File: src/rtl/idozitett_dekoder_if.sv
// Code/decoded-output bus for idozitett_dekoder.
// Latency: none, the interface only bundles wires.
// Backpressure: in_valid/in_ready handshake on the code side; q/active are never stalled.
interface idozitett_dekoder_if;
  logic [3:0] in;
  logic       in_valid;
  logic       in_ready;
  logic [7:0] q;
  logic       active;

  // Producer of codes, consumer of the decoded output
  modport master (
    output in, in_valid,
    input  in_ready, q, active
  );

  // The decoder itself
  modport slave (
    input  in, in_valid,
    output in_ready, q, active
  );
endinterface

File: src/rtl/idozitett_dekoder.sv
// Timed 3-to-8 decoder: each buffered code drives a one-hot q for HOLD cycles, then GAP zero cycles.
// Latency: a code accepted at edge N into an empty buffer appears on q after edge N+1.
// Backpressure: 2-entry buffer; in_ready is low when it is full (even on a pop cycle) and during reset.
module idozitett_dekoder #(
  parameter int HOLD = 4,
  parameter int GAP  = 1
) (
  input  logic            clk,
  input  logic            rst,
  idozitett_dekoder_if.slave bus
);

  typedef enum logic [1:0] {S_IDLE, S_ACTIVE, S_GAP} state_t;

  localparam logic [7:0] HOLD_LD  = 8'(HOLD - 1);
  localparam logic [7:0] GAP_LD   = 8'((GAP > 0) ? (GAP - 1) : 0);
  localparam bit         GAP_ZERO = (GAP == 0);

  state_t     state_q;
  logic [7:0] timer_q;
  logic [7:0] q_q;
  logic       active_q;

  logic [2:0] mem_q [2];
  logic       rd_ptr_q;
  logic       wr_ptr_q;
  logic [1:0] count_q;
  logic [1:0] count_d;

  logic       push;
  logic       pop;
  logic       fifo_empty;
  logic [2:0] head;
  logic       unused_code_bit3;

  // Bit 3 of the code carries no meaning for the decoder
  assign unused_code_bit3 = bus.in[3];

  // Ready depends only on the registered count; reset forces it low
  assign bus.in_ready = !rst && (count_q != 2'd2);
  assign bus.q        = q_q;
  assign bus.active   = active_q;

  // Pop decision: the FSM takes the head only at the points where it starts a new output
  always_comb begin
    fifo_empty = (count_q == 2'd0);
    head       = mem_q[rd_ptr_q];
    push       = bus.in_valid && bus.in_ready;
    pop        = 1'b0;
    case (state_q)
      S_IDLE:   pop = !fifo_empty;
      S_ACTIVE: pop = (timer_q == 8'd0) && GAP_ZERO && !fifo_empty;
      S_GAP:    pop = (timer_q == 8'd0) && !fifo_empty;
      default:  pop = 1'b0;
    endcase
    count_d = count_q + 2'(push) - 2'(pop);
  end

  // Two-entry code buffer; a push and a pop on the same edge both take effect
  always_ff @(posedge clk) begin
    if (rst) begin
      rd_ptr_q <= 1'b0;
      wr_ptr_q <= 1'b0;
      count_q  <= 2'd0;
    end else begin
      if (push) begin
        mem_q[wr_ptr_q] <= bus.in[2:0];
        wr_ptr_q        <= ~wr_ptr_q;
      end
      if (pop) begin
        rd_ptr_q <= ~rd_ptr_q;
      end
      count_q <= count_d;
    end
  end

  // Output sequencer: hold each one-hot value, insert the gap, then fetch the next code
  always_ff @(posedge clk) begin
    if (rst) begin
      state_q  <= S_IDLE;
      timer_q  <= 8'd0;
      q_q      <= 8'd0;
      active_q <= 1'b0;
    end else begin
      case (state_q)
        S_IDLE: begin
          if (pop) begin
            q_q      <= 8'd1 << head;
            timer_q  <= HOLD_LD;
            active_q <= 1'b1;
            state_q  <= S_ACTIVE;
          end
        end
        S_ACTIVE: begin
          if (timer_q != 8'd0) begin
            timer_q <= timer_q - 8'd1;
          end else if (!GAP_ZERO) begin
            q_q      <= 8'd0;
            timer_q  <= GAP_LD;
            active_q <= 1'b0;
            state_q  <= S_GAP;
          end else if (pop) begin
            q_q     <= 8'd1 << head;
            timer_q <= HOLD_LD;
          end else begin
            q_q      <= 8'd0;
            active_q <= 1'b0;
            state_q  <= S_IDLE;
          end
        end
        S_GAP: begin
          if (timer_q != 8'd0) begin
            timer_q <= timer_q - 8'd1;
          end else if (pop) begin
            q_q      <= 8'd1 << head;
            timer_q  <= HOLD_LD;
            active_q <= 1'b1;
            state_q  <= S_ACTIVE;
          end else begin
            state_q <= S_IDLE;
          end
        end
        default: begin
          q_q      <= 8'd0;
          timer_q  <= 8'd0;
          active_q <= 1'b0;
          state_q  <= S_IDLE;
        end
      endcase
    end
  end

endmodule

File: src/flat_wrapper.sv
// flat-port wrapper written by rule: the top's interface ports become plain ports
module idozitett_dekoder_flat 
#(
  parameter int HOLD = 4,
  parameter int GAP  = 1
)
  (clk, rst, bus_in, bus_in_valid, bus_in_ready, bus_q, bus_active);
  idozitett_dekoder_if bus_i ();
  input  logic clk;
  input  logic rst;
  input wire logic [$bits(bus_i.in)-1:0] bus_in;
  input wire logic [$bits(bus_i.in_valid)-1:0] bus_in_valid;
  output wire logic [$bits(bus_i.in_ready)-1:0] bus_in_ready;
  output wire logic [$bits(bus_i.q)-1:0] bus_q;
  output wire logic [$bits(bus_i.active)-1:0] bus_active;
  assign bus_i.in = bus_in;
  assign bus_i.in_valid = bus_in_valid;
  assign bus_in_ready = bus_i.in_ready;
  assign bus_q = bus_i.q;
  assign bus_active = bus_i.active;
  idozitett_dekoder #(.HOLD(HOLD), .GAP(GAP)) u_core (.clk(clk), .rst(rst), .bus(bus_i));
endmodule
File: config.mk
export PLATFORM = sky130hd
export DESIGN_NAME = idozitett_dekoder_flat
export DESIGN_NICKNAME = d
export VERILOG_FILES = /design/src/rtl/idozitett_dekoder_if.sv /design/src/rtl/idozitett_dekoder.sv /design/src/flat_wrapper.sv
export SDC_FILE = /design/constraint.sdc
export NUM_CORES = 1
export LEC_CHECK = 0
export CELL_PAD_IN_SITES_DETAIL_PLACEMENT = 1
export CELL_PAD_IN_SITES_GLOBAL_PLACEMENT = 1
export CORE_ASPECT_RATIO = 0.8
export CORE_UTILIZATION = 46
export DETAILED_ROUTE_END_ITERATION = 10
export PLACE_DENSITY = 0.86
export REMOVE_ABC_BUFFERS = 1
export SYNTH_ARGS = -nofsm -noshare
export SYNTH_HDL_FRONTEND = slang
export SYNTH_SLANG_ARGS = --single-unit
File: constraint.sdc
create_clock -name clk -period 4.1 [get_ports clk]
set_clock_uncertainty 0.15 [all_clocks]
set_input_delay 1.025 -clock clk [delete_from_list [all_inputs] [get_ports clk]]
set_output_delay 1.025 -clock clk [all_outputs]
set_load 0.05 [all_outputs]
# [After elaboration in Yosys (flattened, before gate mapping)]
# Memories as Yosys holds them, arrays and structs flattened. A register that Yosys moved wholly into a read port is not among the register bits.
# Index checks and enable logic that the tools add are counted.
[word_totals] mem_bits_rw=6 memories=1 wordCells=54 out_inout_bits=10 regBits=23
[op_classes] shift=1 bitwise=2 mux=23 eq_ne=6 n_addsub=3 reduce_logical=11
[mem_list] memory="u_core.mem_q" words=2 width=3 read_ports=1 rd_ports_with_merged_regs=1 wr=1 line_no="idozitett_dekoder.sv:24" rtl="logic [2:0] mem_q [2];"
[ops] cell="2-to-1 mux 8 bit" count=6
[ops] cell="case mux 8 bit (3 select lines)" count=2
[ops] cell="2-to-1 mux 1 bit" count=9
[ops] cell="logical NOT 8 bit" count=1
[ops] cell="nonzero test 8 bit" count=1
[ops] cell="<< shifter 1 x 3 -> 8 bit, first input constant" count=1
[ops] cell="subtractor 8 x 1 -> 8 bit, second input constant" count=1
[ops] cell="2-to-1 mux 2 bit" count=3
[ops] cell="!= test 2 bit, second input constant" count=3
[ops] cell="case mux 2 bit (3 select lines)" count=1
[ops] cell="logical NOT 2 bit" count=2
[ops] cell="logical AND 1 bit" count=3
[ops] cell="case mux 1 bit (3 select lines)" count=1
[ops] cell="AND reduction 3 bit" count=1
[ops] cell="adder 2 x 1 -> 2 bit" count=1
[ops] cell="equality test 2 x 1 -> 1 bit, second input constant" count=1
[ops] cell="equality test 2 bit, second input constant" count=1
[ops] cell="logical NOT 1 bit" count=2
[ops] cell="!= test 2 x 1 -> 1 bit, second input constant" count=1
[ops] cell="NOT 1 bit" count=2
[ops] cell="case mux 1 bit (2 select lines)" count=1
[ops] cell="AND reduction 2 bit" count=1
[ops] cell="subtractor 2 x 1 -> 2 bit" count=1

# [Logic depth before layout (Yosys ltp)]
[depth] depth_word=7 depth_mapped=11 mapped_depth_nobuf=11

# [Worst setup path before layout]
# OpenSTA, ideal clock, no wires.
[synth_timing] path_kind="input to output" startpoint="in rst" endpoint="out bus_in_ready" stages=3 setup_slack_ns=0.756 arrival_time_ns=2.169 t_required_ns=2.925 cell_sequence="clkbuf_1 clkbuf_1 a21oi_1"
[synth_between] elab_chain_len=2
[synth_rtl] element="from (decl)" line_no="flat_wrapper.sv:10" rtl="input logic rst;"
[synth_rtl] element="logical NOT 1 bit" line_no="idozitett_dekoder.sv:40" rtl="assign bus.in_ready = !rst && (count_q != 2'd2);"
[synth_rtl] element="logical AND 1 bit" line_no="idozitett_dekoder.sv:40"
[synth_rtl] element="to (decl)" line_no="flat_wrapper.sv:13" rtl="output wire logic [$bits(bus_i.in_ready)-1:0] bus_in_ready;"
# Every way passes these cells.

# [Worst setup path in the final report]
# Same ends and word-level chain as after synthesis.

==> flow_metrics.py <==
metrics = {
    "drt": {
        "wirelength_um": 3990,
        "firstDrtPassIters": 4,
        "wl_per_cell_um": 17.8,
        "vias": 1349,
        "drc": 0,
        "viasPerCell": 6.02,
        "drt_iter0_markers": 59,
        "postRouteAntennaNets": 0,
    },
    "pwr": {
        "ir_worst_vdd_v": 0.000507,
        "intPower_mw": 0.857,
        "netSwitchingPower_mw": 0.716,
        "design_power_total_mw": 1.57,
        "power_frac_seq": 0.318,
        "p_leak_nw": 0.666,
        "pwr-share-comb": 0.494,
        "powerDensity_nw_per_um2": 855,
        "clkPwrFrac": 0.188,
        "switching_share": 0.455,
    },
    "worst_setup_path": {
        "crit_path_start_kind": "primary input",
        "slowest_delay_ns": 0.41,
        "crit_buf_inv": 3,
        "cp_max_fo": 18,
        "path_common_cell": "buf_4",
        "crit_slowest_cell": "clkdlybuf4s50_1",
        "setup.worst_path.class": "in -> out",
        "cp_top_family": "buffers and inverters",
        "required_ns": 2.92,
        "critPathArrivalTime_ns": 1.98,
        "crit_path_cell_trace": "clkdlybuf4s50_1 -> buf_4 -> a21oi_1 -> buf_4",
        "end_kind": "output pin",
    },
    "sta": {
        "fin_crit_sh": 0.768,
        "drv_slew": 0,
        "finalSetupViolations": 0,
        "fin_tns_setup_ns": 0,
        "fin_crit_ns": 3.15,
        "rsz0062_at_grt": "false",
        "relSlewSlack": 0.360,
        "fin_ws_ns": 0.949,
        "hold_viol_final": 0,
        "whs_ns": 0.327,
        "worst_slew_pin_slew_ns": 0.952,
        "max_freq_mhz": 317,
    },
    "synth": {
        "syn_inst": 174,
        "yosysUniqueCellTypes": 46,
        "synthesis.area_um2": 1600,
        "ys.flop_type": "dfxtp_1",
        "ys_async_sr_fraction": 0,
        "yosysSeqAreaShare": 0.413,
        "synth_edf_count": 6,
        "avgSynthCellArea_um2": 9.20,
        "ys_ff_latch": 30,
        "yosysWarningCount": 0,
    },
    "floorplanning": {
        "ios": 17,
        "die_x_um": 68.0,
        "rows": 18,
        "coreArea_um2": 3200,
        "dieArea_um2": 3720,
        "die_h_um": 54.8,
        "start_util": 0.501,
    },
    "cts": {
        "cts_tree": "yes",
        "cts_inserted_buffers": 5,
        "htreeDepth": 2,
        "cts_setup_buffers": 0,
        "clockRootBuffer": "clkbuf_8",
        "cts.path.max_buffers": 2,
        "postCtsHoldBufs": 0,
        "clock_sinks": 30,
        "cts_resized": 0,
        "clk_latency_ns": 0.29,
        "clk_pin_slew_ns": 0.07,
    },
    "global_route": {
        "grt.total_usage": 0.242,
        "grt_start_max_net_pins": 19,
        "grt_pass1_vias": 1297,
        "overflow": 0,
        "grt_pass1_wl_um": 6290,
        "antenna_found_initial": 0,
    },
    "run_status": {
        "status": "finished clean",
    },
    "placement": {
        "dp_hpwl_um": 2770,
        "place_area_um2": 1730,
        "port_buffers": 15,
        "placed_cells": 216,
        "place.gp.congestion": 0.804,
        "pre_cts_ws_ns": 0.951,
    },
    "cells_and_area": {
        "final_area_um2": 1840,
        "area.growth.synth_to_final_pct": 14.9,
        "final_util": 0.576,
        "instances_no_fill": 224,
        "fillers": 369,
        "fin_nets": 194,
        "drive_gt1_frac": 0.0978,
        "diodes": 0,
    },
    "flow_run": {
        "max-cap-violations": 0,
    },
    "worst_hold_path": {
        "hold_path_class": "reg -> reg",
    },
}
[cell families after synthesis]
group / synth area share
AO/OA/AOI/OAI: 0.227
XOR/XNOR: 0.0375
adder cells (fa/ha/maj): 0.0313
buffers and inverters: 0.0797
flip-flops: 0.412
multiplexers: 0.0188
AND/OR/NAND/NOR: 0.194
[metal layers]
metal / part of all wire / global-route usage / vias up
met5: 0 / 0 / -
met1: 0.46 / 0.297 / 651
met3: 0.037 / 0.0792 / 11
met4: 0.023 / 0.0938 / 0
li1: - / - / 664
met2: 0.48 / 0.392 / 23
[sequential cells by signal, indices dropped and copies added, names as in the netlist, named ones only]
register and count:
u_core.rd_ptr_q 1, u_core.mem_q 6, u_core.timer_q 8, u_core.bus.q 8, u_core.wr_ptr_q 1, u_core.count_q 2
u_core.state_q 2, u_core.bus.active 1
[placed cells by master, fill, tap and decap left out, types with 5 or more instances in the layout]
cell,n
clkdlybuf4s50_1,14
a21oi_1,12
a211oi_1,5
edfxtp_1,6
nor4_1,10
a31o_1,6
nor2_1,12
inv_1,10
nor3_1,10
dfxtp_1,24
clkbuf_8,5
nand2_1,7
[synthesized netlist by cell type, drive strengths merged, types with 3 or more instances]
cell,n,area (µm²)
o21ai,4,20.0
dfxtp,24,480
o31ai,3,22.5
o32ai,3,26.3
a31o,6,52.6
xnor2,4,42.6
edfxtp,6,180
clkbuf,7,26.3
inv,10,37.5
a21oi,13,68.8
nor2,12,45.0
mux2i,3,30.0
buf,9,63.8
nor3,11,60.1
nand2,7,26.3
a211oi,5,37.5
ha,4,50.1
nor4,10,62.6
o31a,3,26.3
[layout make-up]
cell class              count  area (µm²)  area share
multi-input cells         118         813       0.442
flip-flops and latches     30         661       0.359
repair buffers             18         170      0.0925
clock buffers               5        68.8      0.0374
well taps                  40        50.0      0.0272
clock inverters             3        40.0      0.0218
inverters                  10        37.5      0.0204
[power groups by stage]
stage               Clock, mW  Sequential, mW  Combinational (mW)
global placement            0           0.492               0.716
CTS                     0.299           0.497               0.775
floorplan                   0           0.531               0.499
global route            0.314           0.513               0.851
detailed placement          0           0.504               0.758
finish                  0.296           0.500               0.777
[path summary, 6_finish.rpt]
| kind | slack (ns) | depth (start not counted) | startpoint | to |
|---|---|---|---|---|
| setup / recovery | 0.95 | 4 | rst | bus_in_ready |
| hold / removal | 0.33 | 1 | u_core.bus.q[1]$_SDFFE_PP0P_ | u_core.bus.q[1]$_SDFFE_PP0P_ |
| setup reg to reg | 1.56 | 11 | u_core.timer_q[0]$_SDFF_PP0_ | u_core.count_q[1]$_SDFF_PP0_ |
| hold reg to reg | 0.33 | 1 | u_core.bus.q[1]$_SDFFE_PP0P_ | u_core.bus.q[1]$_SDFFE_PP0P_ |
[worst register-to-register path, cell delays in order, from the launching register on]
cell and delay (ns):
dfxtp_1 0.45, inv_1 0.12, ha_1 0.22, nor4b_4 0.13, a21boi_2 0.29, nor3_1 0.13
ha_1 0.34, inv_1 0.06, ha_1 0.15, xor2_1 0.20, xnor2_1 0.14, nor2_1 0.06
No activity file was read; power rests on OpenSTA's default activity.
